--- config.mk ---
export PLATFORM = sky130hd
export DESIGN_NAME = regfile_8x16
export DESIGN_NICKNAME = d
export VERILOG_FILES = /design/src/rtl/regfile_8x16_pkg.sv /design/src/rtl/regfile_8x16_reg16_en.sv /design/src/rtl/regfile_8x16.sv
export SDC_FILE = /design/constraint.sdc
export NUM_CORES = 1
export LEC_CHECK = 0
export ABC_AREA = 0
export CAP_MARGIN = 25
export CORE_MARGIN = 4
export CORE_UTILIZATION = 58
export CTS_CLUSTER_DIAMETER = 100
export DETAILED_ROUTE_END_ITERATION = 8
export HOLD_SLACK_MARGIN = 0.02
export PLACE_DENSITY = 0.78
export SKIP_CTS_REPAIR_TIMING = 1
export SLEW_MARGIN = 20
export SYNTH_ARGS = -nofsm -noshare
export SYNTH_HDL_FRONTEND = slang
export SYNTH_HIERARCHICAL = 1
export SYNTH_SLANG_ARGS = --single-unit
--- constraint.sdc ---
create_clock -name clk -period 2.1 [get_ports clk]
set_clock_uncertainty 0.15 [all_clocks]
set_input_delay 0.42 -clock clk [delete_from_list [all_inputs] [get_ports clk]]
set_output_delay 0.42 -clock clk [all_outputs]
set_load 0.01 [all_outputs]
--- src/rtl/regfile_8x16_pkg.sv ---
// Shared register-file constants, imported by the CPU decoder and the datapath.
// mux2_16 is the datapath's 16-bit 2:1 mux block, used for all read and forward selection.
package regfile_8x16_pkg;

  localparam int REG_WIDTH = 16;
  localparam int REG_AW    = 3;
  localparam int REG_COUNT = 8;
  localparam logic [REG_WIDTH-1:0] REG_ZERO = 16'h0000;

  function automatic logic [REG_WIDTH-1:0] mux2_16(
    input logic                 sel,
    input logic [REG_WIDTH-1:0] in0,
    input logic [REG_WIDTH-1:0] in1
  );
    return sel ? in1 : in0;
  endfunction

endpackage

--- src/rtl/regfile_8x16_reg16_en.sv ---
// reg16_en: 16-bit register with synchronous load enable and asynchronous active-high clear.
module reg16_en
  import regfile_8x16_pkg::*;
(
  input  logic                 clk,
  input  logic                 rst,
  input  logic                 i_en,
  input  logic [REG_WIDTH-1:0] i_d,
  output logic [REG_WIDTH-1:0] o_q
);

  logic [REG_WIDTH-1:0] r_q;

  always_ff @(posedge clk or posedge rst) begin
    if (rst) begin
      r_q <= REG_ZERO;
    end else if (i_en) begin
      r_q <= i_d;
    end
  end

  assign o_q = r_q;

endmodule

--- src/rtl/regfile_8x16.sv ---
// regfile_8x16: eight 16-bit registers (r0 hardwired to zero), two combinational reads, one clocked write.
// Define REGFILE_BYPASS_EN to forward wdata to a read port addressing the register being written.
module regfile_8x16
  import regfile_8x16_pkg::*;
#(
  parameter int WIDTH = REG_WIDTH,
  parameter int AW    = REG_AW
) (
  input  logic             clk,
  input  logic             rst,
  input  logic             we,
  input  logic [AW-1:0]    waddr,
  input  logic [WIDTH-1:0] wdata,
  input  logic [AW-1:0]    raddr_a,
  input  logic [AW-1:0]    raddr_b,
  output logic [WIDTH-1:0] rdata_a,
  output logic [WIDTH-1:0] rdata_b
);

  logic [REG_COUNT-1:1]            w_writeEn;
  logic [REG_COUNT-1:0][WIDTH-1:0] w_regs;
  logic [WIDTH-1:0]                w_treeA;
  logic [WIDTH-1:0]                w_treeB;

  // One-hot write decode; r0 has no enable line so writes to address 0 vanish.
  always_comb begin
    w_writeEn = '0;
    for (int i = 1; i < REG_COUNT; i++) begin
      w_writeEn[i] = we && (waddr == AW'(i));
    end
  end

  assign w_regs[0] = REG_ZERO;

  for (genvar i = 1; i < REG_COUNT; i++) begin : g_reg
    reg16_en u_reg (
      .clk  (clk),
      .rst  (rst),
      .i_en (w_writeEn[i]),
      .i_d  (wdata),
      .o_q  (w_regs[i])
    );
  end

  // Three levels of 2:1 muxes, LSB of the address selecting at the first level.
  function automatic logic [WIDTH-1:0] readTree(
    input logic [AW-1:0]                   addr,
    input logic [REG_COUNT-1:0][WIDTH-1:0] regs
  );
    logic [3:0][WIDTH-1:0] l1;
    logic [1:0][WIDTH-1:0] l2;
    for (int i = 0; i < 4; i++) begin
      l1[i] = mux2_16(addr[0], regs[2*i], regs[2*i+1]);
    end
    for (int j = 0; j < 2; j++) begin
      l2[j] = mux2_16(addr[1], l1[2*j], l1[2*j+1]);
    end
    return mux2_16(addr[2], l2[0], l2[1]);
  endfunction

  assign w_treeA = readTree(raddr_a, w_regs);
  assign w_treeB = readTree(raddr_b, w_regs);

`ifdef REGFILE_BYPASS_EN
  logic w_fwdA;
  logic w_fwdB;

  // Forwarding is suppressed during reset so the ports keep reading zero.
  assign w_fwdA  = we && !rst && (waddr != '0) && (raddr_a == waddr);
  assign w_fwdB  = we && !rst && (waddr != '0) && (raddr_b == waddr);
  assign rdata_a = mux2_16(w_fwdA, w_treeA, wdata);
  assign rdata_b = mux2_16(w_fwdB, w_treeB, wdata);
`else
  assign rdata_a = w_treeA;
  assign rdata_b = w_treeB;
`endif

endmodule
# ---- After elaboration in Yosys (flattened, before gate mapping)
# Index checks and enable logic that the tools add are counted.
dict set report totals {
  reg_bits 112
  in_bits 28
  elab_cells 35
}
dict set report op_classes {
  n_eq_ne 7
  n_mux 14
  n_reduce_logical 7
}
# cell count
set op_table {}
lappend op_table {{$mux W16} 14}
lappend op_table {{$eq A3 B3 Y1 const B} 4}
lappend op_table {{$logic_and A1 B1 Y1} 7}
lappend op_table {{$eq A3 B2 Y1 const B} 2}
lappend op_table {{$eq A3 B1 Y1 const B} 1}

# ---- Longest topological paths before layout
# Gate-level depths: netlist (run 1).
dict set report depth {
  depth_word 3
  ltp_mapped 6
  mapped_depth_nobuf 3
}

# ---- Modules after synthesis
# The synthesis (run 1) kept the hierarchy.
# module instances cells_each area_each_um2 seq_area_each_um2
set by_module_without_submodules {}
lappend by_module_without_submodules {reg16_en 7 35 653.1 400.4}
lappend by_module_without_submodules {regfile_8x16 1 226 2083.2 0.0}

# ---- Worst setup path after synthesis (run 1)
# No wires, ideal clock.
dict set report synth_path {
  path_type {input to output}
  from {input raddr_b[0]}
  to {output rdata_b[0]}
  t_arrival_ns 1.390
  t_required_ns 1.530
  slack_ns 0.140
  cell_stages 5
  cell_sequence {buf_4 > and2_1 > clkbuf_2 > buf_4 > a221oi_1}
}
dict set report synth_via {
  elab_chain_len 3
  elab_cells_between_ends 7
  classes_between {mux (7)}
}
# item line
set synth_lines {}
lappend synth_lines {{start: declaration} regfile_8x16.sv:15} ;# input logic [AW-1:0] raddr_b,
lappend synth_lines {{$mux W16 (2 in a row)} regfile_8x16_pkg.sv:15} ;# return sel ? in1 : in0;
lappend synth_lines {{$mux W16 *} regfile_8x16_pkg.sv:15}
lappend synth_lines {{end: declaration} regfile_8x16.sv:17} ;# output logic [WIDTH-1:0] rdata_b
# Every way passes the cells marked *; elsewhere a longest branch is shown, timed or not.

# ---- Worst setup path after layout (run 1)
dict set report layout_path {
  from {input raddr_b[1]}
  to {output rdata_b[15]}
}
dict set report layout_via {
  elab_chain_len 2
  elab_cells_between_ends 3
  classes_between {mux (3)}
}
# item line
set layout_lines {}
lappend layout_lines {{$mux W16} regfile_8x16_pkg.sv:15}
lappend layout_lines {{$mux W16 *} regfile_8x16_pkg.sv:15}
# Marks and branches as above.

==> results of run 1 <==
[through the flow]
| stage | setup TNS [ps] | std cells | utilization [%] | cell area, um^2 | power, mW |
|---|---|---|---|---|---|
| floorplan | 0 | 471 | - | 6655 | 4.304 |
| global placement | -27860 | 718 | 71.14 | 7848 | 5.151 |
| detailed placement | -29740 | 718 | 71.14 | 7848 | 5.257 |
| CTS | -29070 | 734 | 73.74 | 8134 | 6.946 |
| global route | -3479 | 764 | 80.37 | 8865 | 7.706 |
| finish | -2360 | 764 | 80.37 | 8865 | 7.484 |
[metal layers]
| metal | vias to the layer above | track usage, % |
|---|---|---|
| li1 | 2108 | - |
| met1 | 2737 | 38.54 |
| met2 | 359 | 50.85 |
| met3 | 89 | 5.105 |
| met4 | 0 | 10.95 |
| met5 | - | 0 |
[layout make-up]
cell class / instances / area, um^2
timing repair buffer: 184 / 1727
multi-input combinational: 305 / 3847
clock buffer: 9 / 225.2
clock inverter: 7 / 61.31
sequential: 112 / 2803
tap: 140 / 175.2
inverter: 7 / 26.28
fill: 614 / 2166
[cells in the final DEF (no fill, tap or decap), types with 6 or more instances in the layout]
master / synthesis / routed
a211oi_1: 15 / 11
a221oi_2: 11 / 35
a221oi_4: 0 / 11
a311oi_1: 15 / 10
a311oi_2: 1 / 6
buf_12: 8 / 18
buf_2: 7 / 20
buf_4: 6 / 89
buf_6: 18 / 18
clkbuf_16: 0 / 11
clkbuf_2: 1 / 9
clkdlybuf4s50_1: 0 / 21
dfrtp_1: 112 / 112
inv_1: 7 / 7
mux2_2: 66 / 52
mux2_4: 73 / 90
mux2i_1: 48 / 46
nor2_2: 0 / 6
nor2b_1: 18 / 15
[logic make-up after synthesis]
logic type	after synthesis
compound gates	80
simple gates	33
flops	112
buf+inv	54
mux	192
[power breakdown]
group | switching (mW) | internal (mW)
Clock | 0.879 | 0.834
Sequential | 0.463 | 2.63
Combinational | 1.15 | 1.53
Total | 2.49 | 5.00
[final timing paths]
path	from	endpoint	slack [ps]	cells past startpoint
max in group asynchronous	rst	g_reg[2].u_reg/o_q[15]	850	3
setup / recovery	raddr_b[1]	rdata_b[15]	-210	8
hold reg to reg	g_reg[2].u_reg/o_q[15]	g_reg[2].u_reg/o_q[15]	390	1
hold / removal	g_reg[2].u_reg/o_q[15]	g_reg[2].u_reg/o_q[15]	390	1
setup reg to reg	g_reg[1].u_reg/o_q[9]	g_reg[1].u_reg/o_q[9]	910	3
min in group asynchronous	rst	g_reg[3].u_reg/o_q[0]	430	2
==> impl_results.md, run 1 <==
* Outcome: finished with violations
* Failing checks: negative setup slack
* Final-report setup violation count at 30
* Area growth from synthesis to layout at 33.20%
* Post-DP HPWL at 13.97 mm
* WP data required at around 1500 ps
* EDFF count, synth at 0
* Post-Syn Area at around 6700 um^2
* Metal-1 WL at roughly 9 mm
* Top Layer Used: met4
* Power per cell area at about 840 nW/um^2
* Syn Inst Count at between 400 and 500
* CTS Buffer Depth at 2
* Max reg flops at approximately 110
* Cells along the critical path: buf_12, buf_12, buf_12, buf_4, mux2i_1, a221oi_1, buf_4, buf_6
* Leakage at about 4 nW
* Starting Density at 60.33%
* WL per Instance at between 30 and 40 um
* Antenna violations before repair at 0
* Max-slew violation count at 0
* Largest family of logic cells by synthesized area: multiplexers
* Most frequent cells after synthesis: 112 x dfrtp_1, 73 x mux2_4, 66 x mux2_2, 48 x mux2i_1, 37 x a221oi_1
* Hold Crit Class: flip-flop to flip-flop
* Syn_nets at ~500
* Drc violations at 0
* Setup Crit Path Kind: input port to output port
* Number of diodes at 0
* Compound-cell area share of the yosys netlist at 11.43%
* Worst Tran Pin Value at approximately 440 ps
* Vias in the first global route at around 5300
* Metal2 WL at approximately 12 mm
* DR WL met3 at between 1.5 and 2 mm
* Core box area at 11030 um^2
* Sequential area share after synthesis at 42.11%
* Die area at approximately 13000 um^2
* H-tree Lvls at 3
* Die height at roughly 120 um
* Overflow after GRT at 0
* Worst Path Arrival at 1740 ps
* Simple-Gate Fraction of Synth Area at approximately 2.9%
* Largest stage delay, worst path at between 300 and 400 ps
* Global Route Usage Sum at 29.93%
* Worst Path Max Fanout at 8
* Total routed wirelength at roughly 23 mm
* Core Rows at 38
* Max transition margin at 70.27%
* Mux share of post-synthesis cell area at between 30% and 40%
* Critical-path top delay cell: a221oi_1
* Max-Cap Viols at 0
* Setup crit end kind: output port
* Most used cell, CP: buf_12
* Synth async-reset ratio at 100.0%
* Post-Syn Area per Cell at between 10 and 15 um^2
* Inserted Clock Buffers at 9
* Clock latency on the worst-skew pair at approximately 360 ps
* First-pass GRT wire length at approximately 30 mm
* WP buf/inv at 6
* Vias per cell at approximately 7
* Count leader, synth: dfrtp_1
* Port-buffer cells at just under 60
* Yosys warns at 6
* Iteration-0 DRC count of the detailed router at just under 500
* Largest net degree at the start of global routing at 30
* CTS tree: yes
* Net count, final at ~650
* Die X-Extent at 115.1 um
* Routed Antenna Nets at 0
* Final worst-path cycle share at 109.9%
* Io pins at 60
* Final hold violations at 0
* Synthesis-stage register bit count at ~110
* Yosys top cell by area: dfrtp_1
* RSZ-0062 raised after global routing: true
* DRT Pass-1 Iters at 5
* Final worst setup slack at -208.9 ps
* Synth Area in Adders at 0%
* Hold WS at approximately 390 ps
* Via count at between 5000 and 6000
* Post-Place Worst Slack at -980.0 ps
* Startpoint types: input port
* CP delay by family, top: buffers and inverters
* Clock sinks at around 110
* Yosys cell types at 26
* Peak supply drop at 0.6417 mV
* Root Buffer: clkbuf_16
* Layout cell share with drive strength beyond 1 at between 60% and 70%
* GP Congestion at between 0.9 and 1
* Ranking of synthesized cells by area: dfrtp_1 42%, mux2_4 16%, mux2_2 11%, mux2i_1 7.2%, a221oi_1 4.9%
* CTS clk-pin slew, worst paths at approximately 80 ps
* Xor and xnor fraction of the mapped netlist area at 0%
* Crit path time final at 2309 ps
* Synth top area share at a little over two fifths
* Dominant synthesized flop cell: dfrtp_1
* Max Fclk at between 400 and 500 MHz
(Power assumes the default switching activity.)
==> inputs of run 2 (changes only) <==
--- a/config.mk
+++ b/config.mk
@@ -8,11 +8,11 @@
 export ABC_AREA = 0
 export CAP_MARGIN = 25
 export CORE_MARGIN = 4
-export CORE_UTILIZATION = 58
+export CORE_UTILIZATION = 50
 export CTS_CLUSTER_DIAMETER = 100
 export DETAILED_ROUTE_END_ITERATION = 8
 export HOLD_SLACK_MARGIN = 0.02
-export PLACE_DENSITY = 0.78
+export PLACE_DENSITY = 0.69
 export SKIP_CTS_REPAIR_TIMING = 1
 export SLEW_MARGIN = 20
 export SYNTH_ARGS = -nofsm -noshare
==> impl_results.md, run 2 (same netlist as run 1, synthesis figures left out) <==
* Antenna violations before repair at 0
* Worst Tran Pin Value at 444.9 ps
* Root Buffer: clkbuf_16
* RSZ-0062 raised after global routing: true
* Most frequent cells in the layout: 113 x buf_4, 112 x dfrtp_1, 96 x mux2_4
* Total routed wirelength at between 20 and 25 mm
* Int Power at roughly 5.1 mW
* Met3 Use GR at under 10%
* Met1 usage at between 30% and 40%
* Starting Density at 51.89%
* Max-slew violation count at 0
* Peak supply drop at 0.5854 mV
* Switching power of the nets at 2.353 mW
* WL per Instance at between 20 and 30 um
* Max Fclk at approximately 460 MHz
* Inserted Clock Buffers at 9
* Reg2reg start: g_reg[3].u_reg/o_q[9]
* First-pass GRT wire length at roughly 29 mm
* Cells along the critical path: buf_12, buf_8, nand2b_4, buf_6, buf_4, a211oi_1, a311oi_2, buf_2
* Number of diodes at 0
* Worst reg2reg path depth at 3
* Sw Ratio at a little under a third
* Most common cell after layout, fill and taps aside: buf_4
* Drc violations at 0
* CTS Buffer Depth at 2
* Largest stage delay, worst path at between 200 and 300 ps
* Largest net degree at the start of global routing at 21
* Die area at 15220 um^2
* Leakage at just over 4 nW
* Post-DP HPWL at between 10 and 15 mm
* Clk pwr share at between 20% and 30%
* CTS clk-pin slew, worst paths at 70 ps
* WP data required at between 1500 and 2000 ps
* Vias in the first global route at 5058
* Max reg flops at approximately 110
* Outcome: finished with violations
* DRT Pass-1 Iters at 4
* Net count, final at 664
* Final-report setup violation count at 25
* R2r setup slk at just over 900 ps
* Die height at around 120 um
* Core Rows at slightly above 40
* Gate power share at 37.1%
* Worst Path Max Fanout at 8
* Die X-Extent at approximately 120 um
* H-tree Lvls at 3
* FF-to-FF End: g_reg[3].u_reg/o_q[9]
* Crit path time final at between 2000 and 2500 ps
* Clock sinks at around 110
* Iteration-0 DRC count of the detailed router at approximately 300
* Critical-path top delay cell: a211oi_1
* Final worst-path cycle share at 104.4%
* CTS tree: yes
* Area growth from synthesis to layout at 38.09%
* Hold Crit Class: input port to asynchronous set/reset pin
* Global Route Usage Sum at between 20% and 30%
* Final worst setup slack at -92.40 ps
* Via count at a little under 5000
* Overflow after GRT at 0
* Hold WS at 309.2 ps
* Worst Path Arrival at between 1500 and 2000 ps
* GP Congestion at a little under 0.9
* Most used routing layer: met2
* Final hold violations at 0
* Max transition margin at a little over two thirds
* Vias per cell at 6.054
* Fillers at 820
* Routed Antenna Nets at 0
* Max-Cap Viols at 0
* Startpoint types: input port
* Setup crit end kind: output port
* Core box area at 12820 um^2
* Layout cell share with drive strength beyond 1 at approximately 65%
* Post-Place Worst Slack at -889.5 ps
* Power per cell area at just over 800 nW/um^2
* Sequential Power Share at roughly two fifths
* Clock latency on the worst-skew pair at between 300 and 400 ps
* Failing checks: negative setup slack
* Met2 Usage GRT at 40.98%
* Setup Crit Path Kind: input port to output port
* Port-buffer cells at 59
* Io pins at 60
* Fin Setup TNS at -1211 ps
run 2: layer usage:
| layer | routed length (um) | up-vias |
|---|---|---|
| li1 | - | 2145 |
| met1 | 8837 | 2570 |
| met2 | 10030 | 168 |
| met3 | 1321 | 33 |
| met4 | 539 | 0 |
| met5 | 0 | - |
run 2: power groups by stage:
| stage | registers (mW) | logic [mW] | clock network (mW) |
|---|---|---|---|
| floorplan | 2.93 | 1.37 | 0 |
| global placement | 3.00 | 2.23 | 0 |
| detailed placement | 3.03 | 2.27 | 0 |
| CTS | 3.00 | 2.29 | 1.66 |
| global route | 3.09 | 2.92 | 1.75 |
| finish | 3.04 | 2.76 | 1.65 |
run 2: through the flow:
| stage | total power, mW | util [%] | cells | cell area, um^2 |
|---|---|---|---|---|
| 3_5_place_dp | 5.297 | 62.56 | 772 | 8023 |
| 3_3_place_gp | 5.231 | 62.56 | 772 | 8023 |
| 5_1_grt | 7.759 | 71.66 | 812 | 9190 |
| 2_1_floorplan | 4.304 | - | 471 | 6655 |
| 4_1_cts | 6.949 | 64.69 | 787 | 8297 |
| 6_report | 7.459 | 71.66 | 812 | 9190 |
run 2: layout make-up:
type | count | area (um^2) | area share, %
tap | 172 | 215.2 | 2.342
inverter | 7 | 26.28 | 0.2859
sequential | 112 | 2803 | 30.50
clock inverter | 3 | 17.52 | 0.1906
clock buffer | 12 | 256.5 | 2.791
timing repair buffer | 201 | 1779 | 19.36
multi-input combinational | 305 | 4093 | 44.53
run 2: worst max path at each step:
| stage | from | endpoint | slack (ps) |
|---|---|---|---|
| after global routing | g_reg[3].u_reg/o_q[0] | rdata_b[0] | -150 |
| after CTS | raddr_b[0] | rdata_b[5] | -900 |
| after global placement | raddr_b[0] | rdata_b[5] | -870 |
| final | raddr_a[0] | rdata_a[8] | -90 |
| after detailed placement | raddr_b[0] | rdata_b[5] | -890 |
| after floorplan | raddr_b[0] | rdata_b[0] | 140 |
run 2: worst max-delay path: cells and delay by family:
family	cells	cell delay [ps]
compound gates	2	350
simple gates	1	160
buf+inv	5	680
==> inputs of run 3 (changes only) <==
--- a/config.mk
+++ b/config.mk
@@ -9,9 +9,10 @@
 export CAP_MARGIN = 25
 export CORE_MARGIN = 4
 export CORE_UTILIZATION = 50
+export CTS_BUF_LIST = sky130_fd_sc_hd__clkbuf_2
 export CTS_CLUSTER_DIAMETER = 100
 export DETAILED_ROUTE_END_ITERATION = 8
-export HOLD_SLACK_MARGIN = 0.02
+export HOLD_SLACK_MARGIN = 0.12
 export PLACE_DENSITY = 0.69
 export SKIP_CTS_REPAIR_TIMING = 1
 export SLEW_MARGIN = 20
==> impl_results.md, run 3 (same netlist as run 1, synthesis figures left out) <==
* Reg2reg start: g_reg[3].u_reg/o_q[12]
* Final worst setup slack at -463.6 ps
* Max-Cap Viols at 0
* DRT Pass-1 Iters at 5
* R2r setup slk at ~890 ps
* Die X-Extent at 123.4 um
* Number of diodes at 0
* Pwr Total at ~6.5 mW
* Gate power share at about two fifths
* Core box area at between 10000 and 15000 um^2
* Outcome: finished with violations
* Hold WS at around 410 ps
* Overflow after GRT at 0
* Die height at 123.4 um
* Worst Path Arrival at between 1500 and 2000 ps
* Power per cell area at between 700 and 800 nW/um^2
* Via count at approximately 4900
* GP Congestion at slightly below 0.9
* Fillers at around 900
* H-tree Lvls at 3
* Sequential Power Share at between 40% and 50%
* Post-route cell area at about 8700 um^2
* Final-report setup violation count at 32
* Clock latency on the worst-skew pair at around 640 ps
* Io pins at 60
* Switching power of the nets at between 2 and 2.5 mW
* Largest net degree at the start of global routing at 21
* Post-DP HPWL at approximately 14 mm
* Peak supply drop at around 0.56 mV
* Final worst-path cycle share at 122.1%
* Starting Density at between 50 and 60%
* Max Fclk at 390.1 MHz
* Int Power at between 4 and 5 mW
* Iteration-0 DRC count of the detailed router at 266
* WP data required at ~1500 ps
* Area growth from synthesis to layout at 30.10%
* Worst reg2reg path depth at 3
* Root Buffer: clkbuf_2
* Clock sinks at ~110
* Net count, final at ~650
* Hold_sp: wdata[15]
* Vias in the first global route at between 5000 and 6000
* Area after DPL at 8023 um^2
* Startpoint types: flip-flop
* Inserted Clock Buffers at 9
* CTS clk-pin slew, worst paths at around 270 ps
* Crit path time final at 2564 ps
* Final hold violations at 0
* RSZ-0062 raised after global routing: true
* Sw Ratio at between 30% and 40%
* Worst hold path stage count at 2
* FF-to-FF End: g_reg[3].u_reg/o_q[12]
* Most frequent cells in the layout: 112 x dfrtp_1, 112 x buf_4, 97 x mux2_4
* First-pass GRT wire length at 28.93 mm
* Max transition margin at around three quarters
* Total routed wirelength at approximately 19 mm
* Hold Crit Class: input port to flip-flop
* Post-Place Worst Slack at -889.5 ps
* Core Util, Final at ~68%
* Clk pwr share at between 10% and 20%
* Setup Crit Path Kind: flip-flop to output port
* Port-buffer cells at 59
* Layout cell share with drive strength beyond 1 at 61.46%
* Antenna violations before repair at 0
* Max-slew violation count at 0
* CTS Buffer Depth at 2
* Core Rows at between 40 and 50
* Leakage at around 3.9 nW
* Worst Path Max Fanout at 2
* CTS tree: yes
* Drc violations at 0
* Hold EP: g_reg[4].u_reg/o_q[15]
* Vias per cell at between 6 and 7
* Routed Antenna Nets at 0
* Failing checks: negative setup slack
* Setup crit end kind: output port
* WL per Instance at approximately 24 um
* Worst Tran Pin Value at 383.9 ps
* Max reg flops at approximately 110
* Global Route Usage Sum at 25.63%
* Die area at between 15000 and 20000 um^2
==> run 3: cell count changes in the layout (fill, tap and decap cells not counted), moves of 3 or more <==
cell | before | now
clkbuf_2 | 6 | 20
clkbuf_16 | 10 | 0
buf_6 | 10 | 3
a211oi_1 | 7 | 12
a311oi_1 | 3 | 7
a311oi_2 | 13 | 9
buf_8 | 4 | 0
nor2b_1 | 14 | 18
nor2b_2 | 4 | 0
a211oi_4 | 3 | 0
a221oi_1 | 0 | 3
a221oi_4 | 24 | 21
==> run 3: critical path: stages (launching register included) <==
cell,delay (ps)
dfrtp_1,470
buf_6,120
mux2_4,270
a221oi_2,280
a221oi_2,70
buf_2,150
==> run 3: worst max-delay path by stage <==
stage,from,to,slack [ps],cells past startpoint
final,g_reg[3].u_reg/o_q[5],rdata_b[5],-460,5
after CTS,raddr_b[0],rdata_b[5],-900,6
after global placement,raddr_b[0],rdata_b[5],-870,6
after global routing,g_reg[3].u_reg/o_q[5],rdata_b[5],-550,5
after floorplan,raddr_b[0],rdata_b[0],140,5
after detailed placement,raddr_b[0],rdata_b[5],-890,6
==> run 3: cell type report <==
type,count,area (um^2),area share (%)
clock buffer,10,50.05,0.5780
clock inverter,5,25.02,0.2890
timing repair buffer,189,1585,18.31
inverter,7,26.28,0.3035
sequential,112,2803,32.37
tap,172,215.2,2.486
multi-input combinational,305,3954,45.66
==> run 3: power groups by stage <==
| stage | clock network, mW | registers [mW] | logic (mW) |
|---|---|---|---|
| after floorplan | 0 | 2.93 | 1.37 |
| after global placement | 0 | 3.00 | 2.23 |
| after detailed placement | 0 | 3.03 | 2.27 |
| after CTS | 0.873 | 2.99 | 2.28 |
| after global routing | 0.940 | 3.07 | 2.81 |
| final | 0.851 | 3.01 | 2.65 |
==> run 3: metal layers <==
layer / routed length, um / global-route usage (%) / vias to the layer above
met3: 1215 / 5.901 / 29
met1: 8409 / 35.22 / 2528
met2: 9391 / 40.50 / 185
met4: 475 / 7.820 / 0
li1: - / - / 2115
met5: 0 / 0 / -
==> run 3: through the flow <==
stage,cells,TNS [ps]
finish,800,-11310
global placement,772,-23600
global route,800,-14490
detailed placement,772,-23930
CTS,787,-25630
floorplan,471,0
